--- config.mk ---
export PLATFORM = sky130hd
export DESIGN_NAME = dmem_port_arbiter
export DESIGN_NICKNAME = d
export VERILOG_FILES = /design/src/rtl/dmem_port_arbiter.sv
export SDC_FILE = /design/constraint.sdc
export NUM_CORES = 1
export LEC_CHECK = 0
export CORE_MARGIN = 10
export CORE_UTILIZATION = 36
export CTS_CLUSTER_DIAMETER = 40
export DETAILED_ROUTE_END_ITERATION = 6
export MAX_ROUTING_LAYER = met4
export PLACE_DENSITY_LB_ADDON = 0.15
export SLEW_MARGIN = 20
export SYNTH_ARGS = -nofsm -noshare
export SYNTH_HDL_FRONTEND = slang
export SYNTH_SLANG_ARGS = --single-unit
export TNS_END_PERCENT = 1
--- constraint.sdc ---
create_clock -name clk -period 1.95 [get_ports clk]
set_input_delay 0.2925 -clock clk [delete_from_list [all_inputs] [get_ports clk]]
set_output_delay 0.2925 -clock clk [all_outputs]
set_load 0.02 [all_outputs]
--- src/rtl/dmem_port_arbiter.sv ---
// Two-requester arbiter (CPU, AXI) for a single-port data RAM.
// Grants are combinational; read data returns one cycle after the grant.
module dmem_port_arbiter #(
  parameter int unsigned MAX_CPU_RUN = 4
) (
  input  logic        clk,
  input  logic        rst_n,
  input  logic        cpu_halted,
  input  logic        cpu_req,
  input  logic        cpu_we,
  input  logic [11:0] cpu_addr,
  input  logic [31:0] cpu_wdata,
  input  logic [3:0]  cpu_wstrb,
  output logic        cpu_gnt,
  output logic        cpu_rvalid,
  output logic [31:0] cpu_rdata,
  input  logic        axi_req,
  input  logic        axi_we,
  input  logic [11:0] axi_addr,
  input  logic [31:0] axi_wdata,
  input  logic [3:0]  axi_wstrb,
  output logic        axi_gnt,
  output logic        axi_rvalid,
  output logic [31:0] axi_rdata,
  output logic        mem_en,
  output logic        mem_we,
  output logic [11:0] mem_addr,
  output logic [31:0] mem_wdata,
  output logic [3:0]  mem_wstrb,
  input  logic [31:0] mem_rdata,
  output logic [15:0] cpu_stall_cnt
);

  localparam logic [3:0] RUN_MAX = 4'(MAX_CPU_RUN);

  typedef struct packed {
    logic        we;
    logic [11:0] addr;
    logic [31:0] wdata;
    logic [3:0]  wstrb;
  } mem_cmd_t;

  logic [3:0]  run_cnt;
  logic        own_cpu, own_axi;
  logic [31:0] cpu_rdata_q, axi_rdata_q;
  mem_cmd_t    cmd;

  // Grants are forced low while reset is held so nothing reaches the RAM.
  always_comb begin
    cpu_gnt = 1'b0;
    axi_gnt = 1'b0;
    if (rst_n) begin
      if (cpu_req && axi_req) begin
        if (cpu_halted || run_cnt == RUN_MAX) axi_gnt = 1'b1;
        else                                  cpu_gnt = 1'b1;
      end else begin
        cpu_gnt = cpu_req;
        axi_gnt = axi_req;
      end
    end
  end

  always_comb begin
    cmd = '0;
    if (cpu_gnt)      cmd = '{we: cpu_we, addr: cpu_addr, wdata: cpu_wdata, wstrb: cpu_wstrb};
    else if (axi_gnt) cmd = '{we: axi_we, addr: axi_addr, wdata: axi_wdata, wstrb: axi_wstrb};
  end

  assign mem_en    = cpu_gnt | axi_gnt;
  assign mem_we    = cmd.we;
  assign mem_addr  = cmd.addr;
  assign mem_wdata = cmd.wdata;
  assign mem_wstrb = cmd.wstrb;

  always_ff @(posedge clk or negedge rst_n) begin
    if (!rst_n) begin
      run_cnt       <= '0;
      own_cpu       <= 1'b0;
      own_axi       <= 1'b0;
      cpu_rdata_q   <= '0;
      axi_rdata_q   <= '0;
      cpu_stall_cnt <= '0;
    end else begin
      if (!axi_req || axi_gnt)                 run_cnt <= '0;
      else if (cpu_gnt && run_cnt != RUN_MAX)  run_cnt <= run_cnt + 4'd1;
      own_cpu <= cpu_gnt & ~cpu_we;
      own_axi <= axi_gnt & ~axi_we;
      if (own_cpu) cpu_rdata_q <= mem_rdata;
      if (own_axi) axi_rdata_q <= mem_rdata;
      if (cpu_req && !cpu_gnt && cpu_stall_cnt != 16'hFFFF)
        cpu_stall_cnt <= cpu_stall_cnt + 16'd1;
    end
  end

  // Owner sees RAM data directly in the return cycle; everyone else keeps the last return.
  assign cpu_rvalid = own_cpu;
  assign axi_rvalid = own_axi;
  assign cpu_rdata  = own_cpu ? mem_rdata : cpu_rdata_q;
  assign axi_rdata  = own_axi ? mem_rdata : axi_rdata_q;

endmodule

==> results.json, run 1 <==
{
  "grt_pass1_wl_mm": 23.7,
  "worst_r2r_startpoint": "run_cnt[0]",
  "mostFrequentLayoutCells": "151 x clkdlybuf4s50_1, 85 x dfrtp_1, 65 x mux2_2, 48 x a22o_1, 46 x buf_6",
  "layout_worst_path_cycle_share_pct": 123,
  "critical-path-slowest-cell": "dfrtp_1",
  "cp.required_ps": 1660,
  "layout.nets": 740,
  "seqCellArea_um2": 2150,
  "netlist_instances": 307,
  "synth_edf_count": 0,
  "drv_slew": 0,
  "cp-end-kind": "output port",
  "powerDensity_nw_per_um2": 878,
  "start_kind": "flip-flop",
  "regToRegEndpoint": "cpu_stall_cnt[8]",
  "ys_dominant_reg_cell": "dfrtp_1",
  "synthToLayoutAreaGrowth_pct": 82.8,
  "maxCapViolations": 0,
  "arrival_ps": 2100,
  "p_leak_nw": 3.34,
  "multi_input_area_um2": 1850,
  "p_int_mw": 4.43,
  "path_cells": "inv_2 > ha_4 > and3b_2 > o21ai_4 > nor2_4 > buf_12 > buf_6 > a22o_1 > buf_6",
  "die_x_um": 127,
  "root_buffer": "clkbuf_16",
  "synthArstFlopShare_pct": 100,
  "grt_pass1_vias": 4029,
  "vias": 3766,
  "violations": "setup timing",
  "ios": 269,
  "die_h_um": 127,
  "rsz0062_at_grt": "true",
  "dr.first_iter.drc_count": 282,
  "place_hpwl_mm": 12.8,
  "cts.sinks": 86,
  "antenna_found_initial": 1,
  "clock.fmax_mhz": 417,
  "finalHoldViolCount": 0,
  "rr_worst_depth": 8,
  "max_stage_delay_ps": 390,
  "yosysTopAreaCellShare_pct": 52.6,
  "synth.distinct_cells": 37,
  "status": "finished with violations",
  "wl_mm": 16.3,
  "syn_area_per_cell_um2": 13.3,
  "wl_per_cell_um": 21.8,
  "rrSetupSlack_ps": 60,
  "swShare_pct": 32.6,
  "synth_top_area_cell": "dfrtp_1",
  "switching_power_mw": 2.14,
  "row_count": 38,
  "path_clk_slew_ps": 70,
  "synthTopCellsByArea": "dfrtp_1 53%, mux2_2 18%, a22o_1 10%, xor2_1 3.4%, buf_6 1.4%",
  "dr.pass1.iters": 5,
  "cp_top_family": "buffers and inverters",
  "cts_made_buffers": 9,
  "seq_area_frac_synth_pct": 52.6,
  "gp_congestion": 0.943,
  "grt_max_degree": 55,
  "combPwrFrac_pct": 36.3,
  "pwr-share-clk_pct": 28.3,
  "layout_setup_ws_ps": -446,
  "grtUsageTotal_pct": 19.1,
  "peakVddDrop_v": 0.000665,
  "layout_commonest_cell": "clkdlybuf4s50_1",
  "synth_seq_cells": 86,
  "cts.htree.levels": 3,
  "clockBufferDepth": 2,
  "min_path_type": "primary input to async pin",
  "final-setup-viol-count": 52,
  "worst_clock_skew_ps": 10.7,
  "num-fill-cells": 843,
  "initial_core_util_pct": 37.2,
  "viasPerCell": 5.03,
  "syn_area_um2": 4090,
  "cp-startpoint": "run_cnt[0]",
  "hold_buffers": 0,
  "gr-total-overflow": 0,
  "relSlewSlack_pct": 54.8,
  "period_needed_ps": 2400,
  "place_worst_setup_slack_ps": -638,
  "route.detailed.drc": 0,
  "final_cells": 748,
  "path_common_cell": "buf_6",
  "yosysWarnings": 0,
  "die_area_um2": 16000,
  "tightest_slew_ps": 678,
  "seqPwrFrac_pct": 35.4,
  "crit_fanout": 8,
  "drive_gt1_share_pct": 36.7,
  "dp_cells": 719,
  "clk_latency_ps": 330,
  "path_class": "flip-flop to output port",
  "path_buf_inv": 4,
  "core-area_um2": 11000,
  "cts_tree": "built",
  "whs_ps": 39.8,
  "synth_nets": 445,
  "antenna_violating_nets_post_route": 0,
  "port_buffers": 268
}
## through the flow
step / total power, mW / TNS (ps) / area [um^2] / utilization (%)
floorplan: 3.49 / -130 / 4090 / -
global placement: 4.88 / -26100 / 7080 / 64.5
detailed placement: 4.94 / -28150 / 7080 / 64.5
CTS: 6.64 / -18970 / 7400 / 67.4
global route: 6.91 / -22770 / 7480 / 68.1
finish: 6.57 / -18770 / 7480 / 68.1
## sequential cells by signal, summed over array words and instances (netlist names)
| signal | flops |
|---|---|
| cpu_stall_cnt | 16 |
| axi_rvalid | 1 |
| cpu_rvalid | 1 |
| axi_rdata_q | 32 |
| cpu_rdata_q | 32 |
| run_cnt | 4 |
## what timing repair did
action | in CTS | in global routing
resized for setup | 358 | 81
cloned | 0 | 6
endpoints found under the setup margin | 116 | 84
pin swaps | 27 | 20
buffers inserted | 0 | 6
## cells by family (layout without fill, tap and decap cells)
family          count (synthesis)  after routing  synth area share, %
compound gates                 54             54                 11.7
xor+xnor                       17             17                 3.64
fa+ha+maj                       3              3                0.918
buf+inv                        25            325                 3.58
flops                          86             86                 52.6
mux                            67             67                 18.4
other cells                     0              1                    0
simple gates                   55             55                 9.15
## synthesized netlist by cell type (all sizes together) (2+ instances only)
cell / count
dfrtp: 86
mux2: 66
a22o: 49
buf: 19
xor2: 16
nand2: 7
nand4: 7
nor2: 7
nor4: 7
nand3: 6
nor3: 6
inv: 4
ha: 3
o21ai: 3
and2: 2
and3: 2
and4: 2
clkbuf: 2
nand2b: 2
or2: 2
## metal layers
metal  track usage, %  vias to the layer above  routed length, um
met4             3.35                        0                125
met1             22.6                     1882               6520
met5                -                        -                  0
met2             32.8                      137               8620
li1                 -                     1733                  -
met3             4.58                       14               1070
## final cells by class
cell class,count,share of cell area (%)
Antenna cell,1,0.0335
Clock buffer,9,3.01
Clock inverter,7,1.37
Inverter,4,0.201
Multi-Input combinational cell,196,24.7
Sequential cell,86,28.8
Tap cell,140,2.34
Timing Repair Buffer,305,39.5
## power by group through the flow
stage	clock network, mW	logic [mW]	registers (mW)
floorplan	0	1.09	2.41
global placement	0	2.54	2.34
detailed placement	0	2.58	2.36
CTS	1.90	2.41	2.33
global route	2.00	2.54	2.37
finish	1.86	2.38	2.32
## how the worst max path moves through the flow
stage,end,slack (ps),cells after the start
floorplan,mem_addr[10],-20,8
global placement,mem_wdata[2],-610,7
detailed placement,mem_wdata[2],-640,7
CTS,mem_addr[10],-460,8
global route,mem_wdata[9],-500,9
finish,mem_wdata[9],-450,9
Power figures use the tool's default switching activity.
==> run 2: changes to the inputs <==
Settings changed: SKIP_CTS_REPAIR_TIMING from default to 1.
==> run 2 against run 1 <==
  * The flow still finishes with violations (setup timing)
  * Die area unchanged
  * Setup slack better by 68 ps
  * Critical path type unchanged
  * Maximum frequency is 2.9% higher
  * Sequential share of layout area fell by 0.77 points
==> results.json, run 2 (same netlist as run 1, synthesis figures left out) <==
{
  "crit_fanout": 8,
  "wl_mm": 16.6,
  "viasPerCell": 5.02,
  "cts.sinks": 86,
  "violations": "setup timing",
  "fin_area_um2": 7680,
  "clockBufferDepth": 2,
  "place_worst_setup_slack_ps": -638,
  "whs_ps": 45.9,
  "top_regs": "axi_rdata_q (32), cpu_rdata_q (32), cpu_stall_cnt (16)",
  "tightest_slew_ps": 675,
  "cp_top_family": "simple AND/OR/NAND/NOR gates",
  "period_needed_ps": 2330,
  "die_area_um2": 16000,
  "critical-path-slowest-cell": "dfrtp_1",
  "grt_pass1_wl_mm": 23.7,
  "worst_clock_skew_ps": 10.7,
  "root_buffer": "clkbuf_16",
  "dr.first_iter.drc_count": 302,
  "synthToLayoutAreaGrowth_pct": 87.9,
  "antenna_found_initial": 1,
  "relSlewSlack_pct": 55.0,
  "die_h_um": 127,
  "final_cells": 748,
  "seqCellArea_um2": 2150,
  "placed_area_um2": 7080,
  "cts_tree": "built",
  "wl_per_cell_um": 22.2,
  "initial_core_util_pct": 37.2,
  "core-area_um2": 11000,
  "max_stage_delay_ps": 390,
  "cp-end-kind": "output port",
  "path_cells": "inv_2 > ha_4 > and3b_2 > o21ai_4 > nor2_4 > clkbuf_16 > a22o_1 > buf_6",
  "grtUsageTotal_pct": 19.1,
  "vias": 3754,
  "path_buf_inv": 3,
  "route.detailed.drc": 0,
  "cts_made_buffers": 9,
  "status": "finished with violations",
  "worst-path-stages": 8,
  "port_buffers": 268,
  "layout.nets": 740,
  "layout_setup_ws_ps": -379,
  "layout_commonest_cell": "clkdlybuf4s50_1",
  "cts.htree.levels": 3,
  "p_leak_nw": 3.88,
  "path_clk_slew_ps": 60,
  "powerDensity_nw_per_um2": 873,
  "clock.fmax_mhz": 429,
  "clk_latency_ps": 330,
  "rsz0062_at_grt": "true",
  "start_kind": "flip-flop",
  "finalHoldViolCount": 0,
  "rr_worst_depth": 8,
  "totalNegativeSetupSlack_ps": -16680,
  "drive_gt1_share_pct": 31.1,
  "min_path_type": "primary input to async pin",
  "peakVddDrop_v": 0.000659,
  "mostFrequentLayoutCells": "151 x clkdlybuf4s50_1, 85 x dfrtp_1, 65 x mux2_2, 64 x dlymetal6s2s_1, 48 x a22o_1",
  "place_hpwl_mm": 12.8,
  "grt_max_degree": 55,
  "arrival_ps": 2040,
  "gp_congestion": 0.943,
  "dp_cells": 719,
  "die_x_um": 127,
  "path_class": "flip-flop to output port",
  "layout_worst_path_cycle_share_pct": 119,
  "final-setup-viol-count": 52,
  "maxCapViolations": 0,
  "grt_pass1_vias": 4036,
  "num-fill-cells": 820,
  "drv_slew": 0,
  "ios": 269,
  "cp.required_ps": 1660,
  "gr-total-overflow": 0,
  "multi_input_area_um2": 1850,
  "dr.pass1.iters": 4,
  "row_count": 38,
  "antenna_violating_nets_post_route": 0
}
[run 2: layout make-up]
cell class,count,area share [%]
antenna,1,0.0326
clock buffer,9,2.93
clock inverter,7,1.34
multi-input combinational,197,24.1
tap,140,2.28
timing repair buffer,304,41.1
sequential,86,28.0
inverter,4,0.195
[run 2: metal layers]
layer	global-route usage [%]	vias to the layer above	wire length, um
met3	4.71	12	962
met1	22.4	1879	6800
li1	-	1734	-
met5	-	-	0
met2	32.8	129	8720
met4	3.35	0	126
[run 2: power breakdown]
group	total [mW]	internal (mW)	switching [mW]	leakage [nW]
combinational	2.53	1.30	1.23	2.68
clock	1.86	1.14	0.718	0.162
sequential	2.32	2.14	0.184	1.04
total	6.71	4.58	2.13	3.88
[run 2: metrics by stage]
step | utilization [%] | power, mW
floorplan | - | 3.49
global placement | 64.5 | 4.88
detailed placement | 64.5 | 4.94
CTS | 67.5 | 6.83
global route | 70.0 | 7.05
finish | 70.0 | 6.71
[run 2: worst reg2reg max path, stage by stage (launching register included)]
cell and delay [ps]:
dfrtp_1 360, inv_2 60, ha_4 160, and3b_2 240, buf_4 150, o311ai_4 310, buf_12 180, nor2_1 50
mux2_2 260
[run 2: path summary, 6_finish.rpt]
| path | slack [ps] | endpoint | startpoint |
|---|---|---|---|
| max in group asynchronous | 860 | cpu_rvalid | rst_n |
| worst max-delay path | -380 | mem_wstrb[0] | run_cnt[0] |
| worst min-delay path | 50 | cpu_stall_cnt[4] | rst_n |
| min in group clk | 400 | axi_rvalid | rst_n |
| worst min register to register | 490 | axi_rdata_q[26] | axi_rdata_q[26] |
| worst max register to register | 80 | cpu_stall_cnt[8] | run_cnt[0] |
